**config.mk**
```make
export PLATFORM = sky130hd
export DESIGN_NAME = prog_loader
export DESIGN_NICKNAME = d
export VERILOG_FILES = /design/src/rtl/prog_loader.sv
export SDC_FILE = /design/constraint.sdc
export NUM_CORES = 1
export LEC_CHECK = 0
export CORE_UTILIZATION = 49
export DETAILED_ROUTE_END_ITERATION = 10
export PLACE_DENSITY_LB_ADDON = 0.08
export SLEW_MARGIN = 40
export SYNTH_ARGS = -nofsm -noshare
export SYNTH_HDL_FRONTEND = slang
export SYNTH_SLANG_ARGS = --single-unit
```
**constraint.sdc**
```tcl
create_clock -name clk -period 2.45 [get_ports clk]
set_input_delay 0.49 -clock clk [delete_from_list [all_inputs] [get_ports clk]]
set_output_delay 0.49 -clock clk [all_outputs]
set_load 0.01 [all_outputs]
```
**src/rtl/prog_loader.sv**
```systemverilog
// prog_loader: boot-time program loader.
// Consumes a byte stream (4-byte header, data words, instruction words),
// assembles little-endian 32-bit words and writes them into the data and
// instruction BRAMs at consecutive byte addresses. Holds the core stalled
// until both images are in place, then releases it.
//
// Handshake: a byte is transferred on a rising clk edge where s_valid and
// s_ready are both high. s_ready never depends on s_valid, the source may
// hold s_valid low for any number of cycles, and s_data must be stable
// while s_valid is high and the byte has not yet been taken.
module prog_loader #(
  parameter int ADDR_WIDTH  = 10,
  parameter int I_WORDS_MAX = 256,
  parameter int D_WORDS_MAX = 256
) (
  input  logic                  clk,
  input  logic                  rst,
  input  logic                  s_valid,
  input  logic [7:0]            s_data,
  output logic                  s_ready,
  output logic [ADDR_WIDTH-1:0] i_w_addr,
  output logic [31:0]           i_w_dat,
  output logic                  i_w_enb,
  output logic [ADDR_WIDTH-1:0] d_w_addr,
  output logic [31:0]           d_w_dat,
  output logic                  d_w_enb,
  output logic                  pc_stall,
  output logic                  cpu_run,
  output logic                  load_err,
  output logic [2:0]            fsm_state
);

  typedef enum logic [2:0] {
    ST_HDR   = 3'd0,
    ST_CHECK = 3'd1,
    ST_DATA  = 3'd2,
    ST_INSTR = 3'd3,
    ST_RUN   = 3'd4,
    ST_ERR   = 3'd5
  } state_t;

  // Word-count limits widened by one bit so a 16-bit header count compares
  // against them without truncation.
  localparam logic [16:0] D_MAX = 17'(D_WORDS_MAX);
  localparam logic [16:0] I_MAX = 17'(I_WORDS_MAX);

  state_t                  state;
  state_t                  state_next;
  logic                    started;    // low only in the first cycle after reset
  logic                    ready_raw;  // state wants bytes
  logic [1:0]              byte_cnt;
  logic [23:0]             word_buf;   // bytes 0..2 of the word in progress
  logic [15:0]             word_idx;
  logic [15:0]             d_count;
  logic [15:0]             i_count;
  logic                    accept;
  logic                    last_in;    // 4th byte offered while a byte-taking state is active
  logic                    d_last;
  logic                    i_done;
  logic [31:0]             full_word;
  logic [ADDR_WIDTH-1:0]   word_addr;

  assign accept    = s_valid && s_ready;
  // In every state that takes bytes s_ready equals started, so the 4th-byte
  // condition can be formed without looping back through s_ready.
  assign last_in   = s_valid && started && (byte_cnt == 2'd3);
  assign d_last    = (word_idx + 16'd1) == d_count;
  assign i_done    = word_idx == i_count;
  assign full_word = {s_data, word_buf};
  assign word_addr = {word_idx[ADDR_WIDTH-3:0], 2'b00};

  assign s_ready   = started && ready_raw;
  assign pc_stall  = (state != ST_RUN);
  assign cpu_run   = (state == ST_RUN);
  assign load_err  = (state == ST_ERR);
  assign fsm_state = state;

  // State register.
  always_ff @(posedge clk or negedge rst) begin
    if (!rst) begin
      state <= ST_HDR;
    end else begin
      state <= state_next;
    end
  end

  // Next-state and byte-acceptance decode.
  always_comb begin
    state_next = state;
    ready_raw  = 1'b0;
    case (state)
      ST_HDR: begin
        ready_raw = 1'b1;
        if (last_in) begin
          state_next = ST_CHECK;
        end
      end
      ST_CHECK: begin
        if (({1'b0, d_count} > D_MAX) || ({1'b0, i_count} > I_MAX) ||
            (i_count == 16'd0)) begin
          state_next = ST_ERR;
        end else if (d_count == 16'd0) begin
          state_next = ST_INSTR;
        end else begin
          state_next = ST_DATA;
        end
      end
      ST_DATA: begin
        ready_raw = 1'b1;
        if (last_in && d_last) begin
          state_next = ST_INSTR;
        end
      end
      ST_INSTR: begin
        // Once the final word has been issued, stop taking bytes and let the
        // write pulse go out before the core is released.
        if (i_done) begin
          state_next = ST_RUN;
        end else begin
          ready_raw = 1'b1;
        end
      end
      ST_RUN: begin
        state_next = ST_RUN;
      end
      ST_ERR: begin
        state_next = ST_ERR;
      end
      default: begin
        state_next = ST_HDR;
      end
    endcase
  end

  // Byte assembly, header capture and BRAM write-port registers.
  always_ff @(posedge clk or negedge rst) begin
    if (!rst) begin
      started  <= 1'b0;
      byte_cnt <= 2'd0;
      word_buf <= 24'd0;
      word_idx <= 16'd0;
      d_count  <= 16'd0;
      i_count  <= 16'd0;
      i_w_addr <= '0;
      i_w_dat  <= 32'd0;
      i_w_enb  <= 1'b0;
      d_w_addr <= '0;
      d_w_dat  <= 32'd0;
      d_w_enb  <= 1'b0;
    end else begin
      started <= 1'b1;
      i_w_enb <= 1'b0;
      d_w_enb <= 1'b0;
      if (accept) begin
        byte_cnt <= byte_cnt + 2'd1;
        case (byte_cnt)
          2'd0:    word_buf[7:0]   <= s_data;
          2'd1:    word_buf[15:8]  <= s_data;
          2'd2:    word_buf[23:16] <= s_data;
          default: ;
        endcase
        if (byte_cnt == 2'd3) begin
          case (state)
            ST_HDR: begin
              d_count <= word_buf[15:0];
              i_count <= {s_data, word_buf[23:16]};
            end
            ST_DATA: begin
              d_w_addr <= word_addr;
              d_w_dat  <= full_word;
              d_w_enb  <= 1'b1;
              // Instruction words restart at address 0.
              word_idx <= d_last ? 16'd0 : word_idx + 16'd1;
            end
            ST_INSTR: begin
              i_w_addr <= word_addr;
              i_w_dat  <= full_word;
              i_w_enb  <= 1'b1;
              word_idx <= word_idx + 16'd1;
            end
            default: ;
          endcase
        end
      end
    end
  end

endmodule

```
### Yosys cells after proc, flatten, opt, wreduce, memory -nomap -nowiden

Cells that the tools add are included.
Widths: inputs -> output; s select.

* $add $sub $neg: 2
* div/mod/pow operators: 0
* equality and inequality tests: 14
* magnitude comparators: 2
* bitwise logic cells: 0
* shift-type cells: 0
* multiply operators: 0
* muxes and demuxes: 16
* reductions and logical operators: 21

Operator list (number)
* $eq 16x16->1: 2
* $gt 16x9->1 const B: 2
* $logic_not 16->1: 2
* $pmux 16 s2: 1
* $pmux 3 s6: 1
* $add 16x1->16 const B: 1
* $mux 16: 1
* $reduce_and 3->1: 5
* $mux 3: 4
* $mux 1: 8
* $eq 3x2->1 const B: 2
* $eq 3x3->1 const B: 2
* $ne 2x2->1 const B: 3
* $reduce_and 2->1: 3
* $logic_and 1x1->1: 5
* $eq 2x2->1 const B: 2
* $eq 3x1->1 const B: 1
* $logic_not 3->1: 1
* $ne 3x3->1 const B: 1
* $add 2x1->2 const B: 1
* $eq 2x1->1 const B: 1
* $logic_not 2->1: 1
* $logic_or 1x1->1: 2
* $pmux 1 s2: 1
* 2 further kinds: 2

* ROM bits: 0
* word-level logic and storage cells: 70
* memories: 0
* bits in latches: 0
* register bits: 160
* bits of input ports: 11
* output and inout port bits: 93
* RAM bits: 0

### Longest topological paths before layout

* word-level depth: 6
* depth in mapped cells: 10
* gate-level depth less buffers: 8

### Worst setup path after synthesis

OpenSTA, ideal clock, no wires.

* path kind: reg-to-reg
* from: register word_idx[1]
* to: register word_idx[8]
* period minus slack after synthesis: 2.506 ns
* required time: 2.316 ns
* path slack: -0.056 ns
* setup time: 0.134 ns
* cell stages (with the launch flop): 10
* arrival: 2.372 ns
* path buffers: 1
* path through: dfrtp_1 ha_1 buf_2 nand4_2 or2_4 or4b_4 a22oi_4 nand4_1 o211ai_1 o31ai_1

* longest elaborated chain between the ends: 6
* elaborated cells on any way between the ends: 10
* those cells by class: add/sub (1); eq/ne (2); mux (4); reduce/logical (3)

Ends and longest elaborated chain
* start: declaration: line 53 `logic [15:0] word_idx;`
* start signal: assignment: line 173 `word_idx <= d_last ? 16'd0 : word_idx + 16'd1;`
* start signal: assignment: line 179 `word_idx <= word_idx + 16'd1;`
* branches (longest 6 deep; another with $add 16x1->16)

Several ways; the timed one is not identified.
A chain may end at the register's enable or synchronous reset.

### Final worst setup path

* from: register word_idx[0]
* to: register word_idx[3]

The elaborated chain is that of the path after synthesis.

==> run_results.csv <==
group,metric,value,unit
run_status,run_status,"finished, violations left",
run_status,violated_checks,"negative setup slack",
detailed_routing,first_iter_violations,299,
global_route,antenna_violations_before_repair,0,
placement,post_dp_hpwl,12920,um
power_and_ir_drop,share_seq_of_total_power,0.495,
synthesis,ys_dominant_reg_cell,"dfrtp_1",
detailed_routing,drt-vias-per-instance,5.539,
floorplanning,chipWidth,123.6,um
synthesis,gate_count_after_technology_mapping,558,
critical_path,setup.worst_path.start_class,"flip-flop",
power_and_ir_drop,combinationalPowerShare,0.019,
floorplanning,placementRows,44,
floorplanning,die-height,123.6,um
sta,finalSetupTns,-0.8268,ns
synthesis,mappedNetlistArea,7239,sq um
floorplanning,core-area,14480,sq um
critical_path,timing_worst_setup_path_type,"flip-flop to flip-flop",
synthesis,adder_cell_share_of_the_synthesized_area,0.008642,
sta,final_critical_path_setup_slack,-0.1154,ns
synthesis,netlist.area_leader.share,0.5531,
power_and_ir_drop,sw_share,0.2137,
synthesis,post_synth_top_cells,"160 x dfrtp_1, 131 x mux2_2, 27 x xnor2_1",
clock_network,root_buffer_master,"clkbuf_16",
layout,final_cell_area,9600,sq um
sta,grt_setup_unrepaired,"yes",
global_route,total_grt_usage,0.2541,
sta,timing.slew.headroom,0.6141,
power_and_ir_drop,max-vdd-ir-drop,0.5288,mV
placement,pre_cts_ws,-0.1567,ns
sta,finalClockSkew,0.009687,ns
sta,finalHoldViolCount,0,
clock_network,clk_pin_slew,0.06,ns
synthesis,count_of_flip_flops_with_a_built_in_enable_after_synthesis,0,
floorplanning,initial_core_util,0.5000,
critical_path,crit_path_max_fanout,8,
synthesis,synth_cell_type_count,59,
detailed_routing,antenna_left,0,
clock_network,clock_sink_count,160,
detailed_routing,postRouteWirelength,18230,um
placement,numPortBuffers,99,
floorplanning,die-area,15260,sq um
placement,place.gp.congestion,0.8756,
power_and_ir_drop,design_internal_power,4.197,mW
floorplanning,io_pins,104,
power_and_ir_drop,power.density,555.9,nW/um^2
synthesis,synth_warnings,0,
sta,maxClockFrequency,389.8,MHz
sta,post-route-period-util,1.047,
global_route,grt_start_max_net_pins,62,
layout,growth_of_design_area_from_synthesis_to_finish,32.61,%
synthesis,simple_gate_fraction_of_synth_area,0.09661,
sta,period_needed,2.565,ns
global_route,grt_first_pass_wirelength,28230,um
layout,final_nets,725,
clock_network,clockBufferDepth,2,
power_and_ir_drop,switchingPower,1.141,mW
synthesis,synth.avg_cell_area,12.97,sq um
clock_network,cts_hold_repair.buffers,0,
clock_network,cts_htree_levels,4,
detailed_routing,detailroute.via_count,5013,
synthesis,postSynthRegisterBits,160,
placement,place_inst,862,
critical_path,timing.critical_path.arrival,2.85,ns
synthesis,synth-compound-area-share,0.05133,
sta,max_slew.worst_pin.slew,0.5788,ns
detailed_routing,firstDrtPassIters,4,
synthesis,synth_mux_area_frac,0.2100,
synthesis,synth-xor-area-share,0.04839,
hold_path,min-delay-path-class,"input port to asynchronous set/reset pin",
clock_network,cts-buffers-inserted,17,
power_and_ir_drop,leakage,4.549,nW
detailed_routing,drt_drc_violations_left,0,
global_route,grt_pass1_vias,5146,
critical_path,worstPathRequired,2.74,ns
synthesis,synth_top_family_by_area,"multiplexers",
sta,final.hold.worst_slack,0.02650,ns
clock_network,cts_tree,"done",
synthesis,cells_taking_the_most_area_after_synthesis,"dfrtp_1 55%, mux2_2 20%, xnor2_1 3.3%",
synthesis,synth_area_leader_cell,"dfrtp_1",
synthesis,ys_seq_area_frac,0.5531,
sta,setup_viol,11,
global_route,aggregate_global_routing_overflow,0,
layout,num_antenna_cells,0,
synthesis,synth.most_common_cell,"dfrtp_1",
sta,final_max_slew_viol_count,0,
critical_path,crit_path_end_kind,"flip-flop",
clock_network,clkLatencyLatePin,0.43,ns
synthesis,async_set_or_reset_register_ratio_after_synthesis,1.000,
detailed_routing,routedWlPerCell,20.14,um
power_and_ir_drop,power.share.clock,0.486,
layout,final_cells,905,
placement,dpl-instance-area,8810,sq um
flow_run,max_cap_viols,0,
layout,layout-drive-gt1-share,0.3800,
-- final cells by class --
type / count / area (sq um)
Fill cell: 1083 / 4878
Inverter: 9 / 33.78
Clock inverter: 12 / 133.9
Multi-Input combinational cell: 352 / 3127
Timing Repair Buffer: 169 / 1623
Clock buffer: 19 / 442.9
Sequential cell: 160 / 4010
Tap cell: 184 / 230.2
-- cells in the final DEF, fill, tap and decap left out, types with 9 or more instances in the layout --
cell,instances
xnor2_1,24
nor4_1,11
dfrtp_1,155
clkbuf_16,17
nor2_1,13
buf_4,57
nand4_1,14
clkdlybuf4s50_1,97
nand3_1,15
mux2_2,131
nand2_1,23
xor2_1,13
inv_1,9
-- worst max-delay path, cell delays in order, from the launching register on --
cell	delay [ns]
dfrtp_2	0.36
buf_6	0.11
buf_4	0.11
buf_4	0.12
nand4_1	0.20
nor2_2	0.24
nand4_1	0.27
a211oi_2	0.40
nand4_4	0.19
o21ai_4	0.30
o31ai_1	0.13
-- sequential cells by signal (all words and copies together), names as in the netlist, 8 cells and up --
signal	cells
word_buf	24
d_w_addr	8
i_w_dat	32
d_count	16
i_w_addr	8
i_count	16
d_w_dat	32
word_idx	16
-- path summary, 6_finish.rpt --
| path | cells past startpoint | startpoint | endpoint | slack (ns) |
|---|---|---|---|---|
| setup / recovery | 10 | word_idx[0]$_DFFE_PN0P_ | word_idx[3]$_DFFE_PN0P_ | -0.12 |
| hold / removal | 1 | rst | byte_cnt[0]$_DFFE_PN0P_ | 0.03 |
| setup reg to reg | 10 | word_idx[0]$_DFFE_PN0P_ | word_idx[3]$_DFFE_PN0P_ | -0.12 |
| hold reg to reg | 2 | i_w_addr[7]$_DFFE_PN0P_ | i_w_addr[7]$_DFFE_PN0P_ | 0.49 |
| max in group asynchronous | 2 | rst | word_buf[8]$_DFFE_PN0P_ | 1.75 |
| min in group clk | 2 | i_w_addr[7]$_DFFE_PN0P_ | i_w_addr[7]$_DFFE_PN0P_ | 0.49 |
-- repair_timing --
action,4_1_cts,5_1_grt
gates resized for setup,12,23
endpoints found under the hold margin,0,0
pin swaps,12,22
cloned,0,0
setup endpoints to repair,18,34
setup buffers,10,3
-- power groups by stage --
stage | logic (mW) | clock network, mW | registers (mW)
6_report | 0.0992 | 2.59 | 2.64
5_1_grt | 0.113 | 2.75 | 2.64
4_1_cts | 0.104 | 2.63 | 2.64
3_5_place_dp | 0.104 | 0 | 2.69
3_3_place_gp | 0.101 | 0 | 2.69
2_1_floorplan | 0.00904 | 0 | 2.69
-- logic make-up after synthesis --
family	after synthesis
mux	135
simple gates	120
fa+ha+maj	5
flops	160
other cells	2
xor+xnor	40
compound gates	47
buf+inv	49
-- routing by layer --
metal / share of wire / vias up / GRT usage
met5: 0 / - / 0
met3: 0.035 / 21 / 0.05397
met1: 0.47 / 2578 / 0.3514
met2: 0.48 / 121 / 0.3973
li1: - / 2293 / -
met4: 0.020 / 0 / 0.08584
-- stage by stage --
step	power, mW	utilization
6_report	5.337	0.6631
3_5_place_dp	2.796	0.6085
3_3_place_gp	2.794	0.6085
2_1_floorplan	2.702	-
5_1_grt	5.502	0.6631
4_1_cts	5.381	0.6549
(Power assumes the default switching activity.)
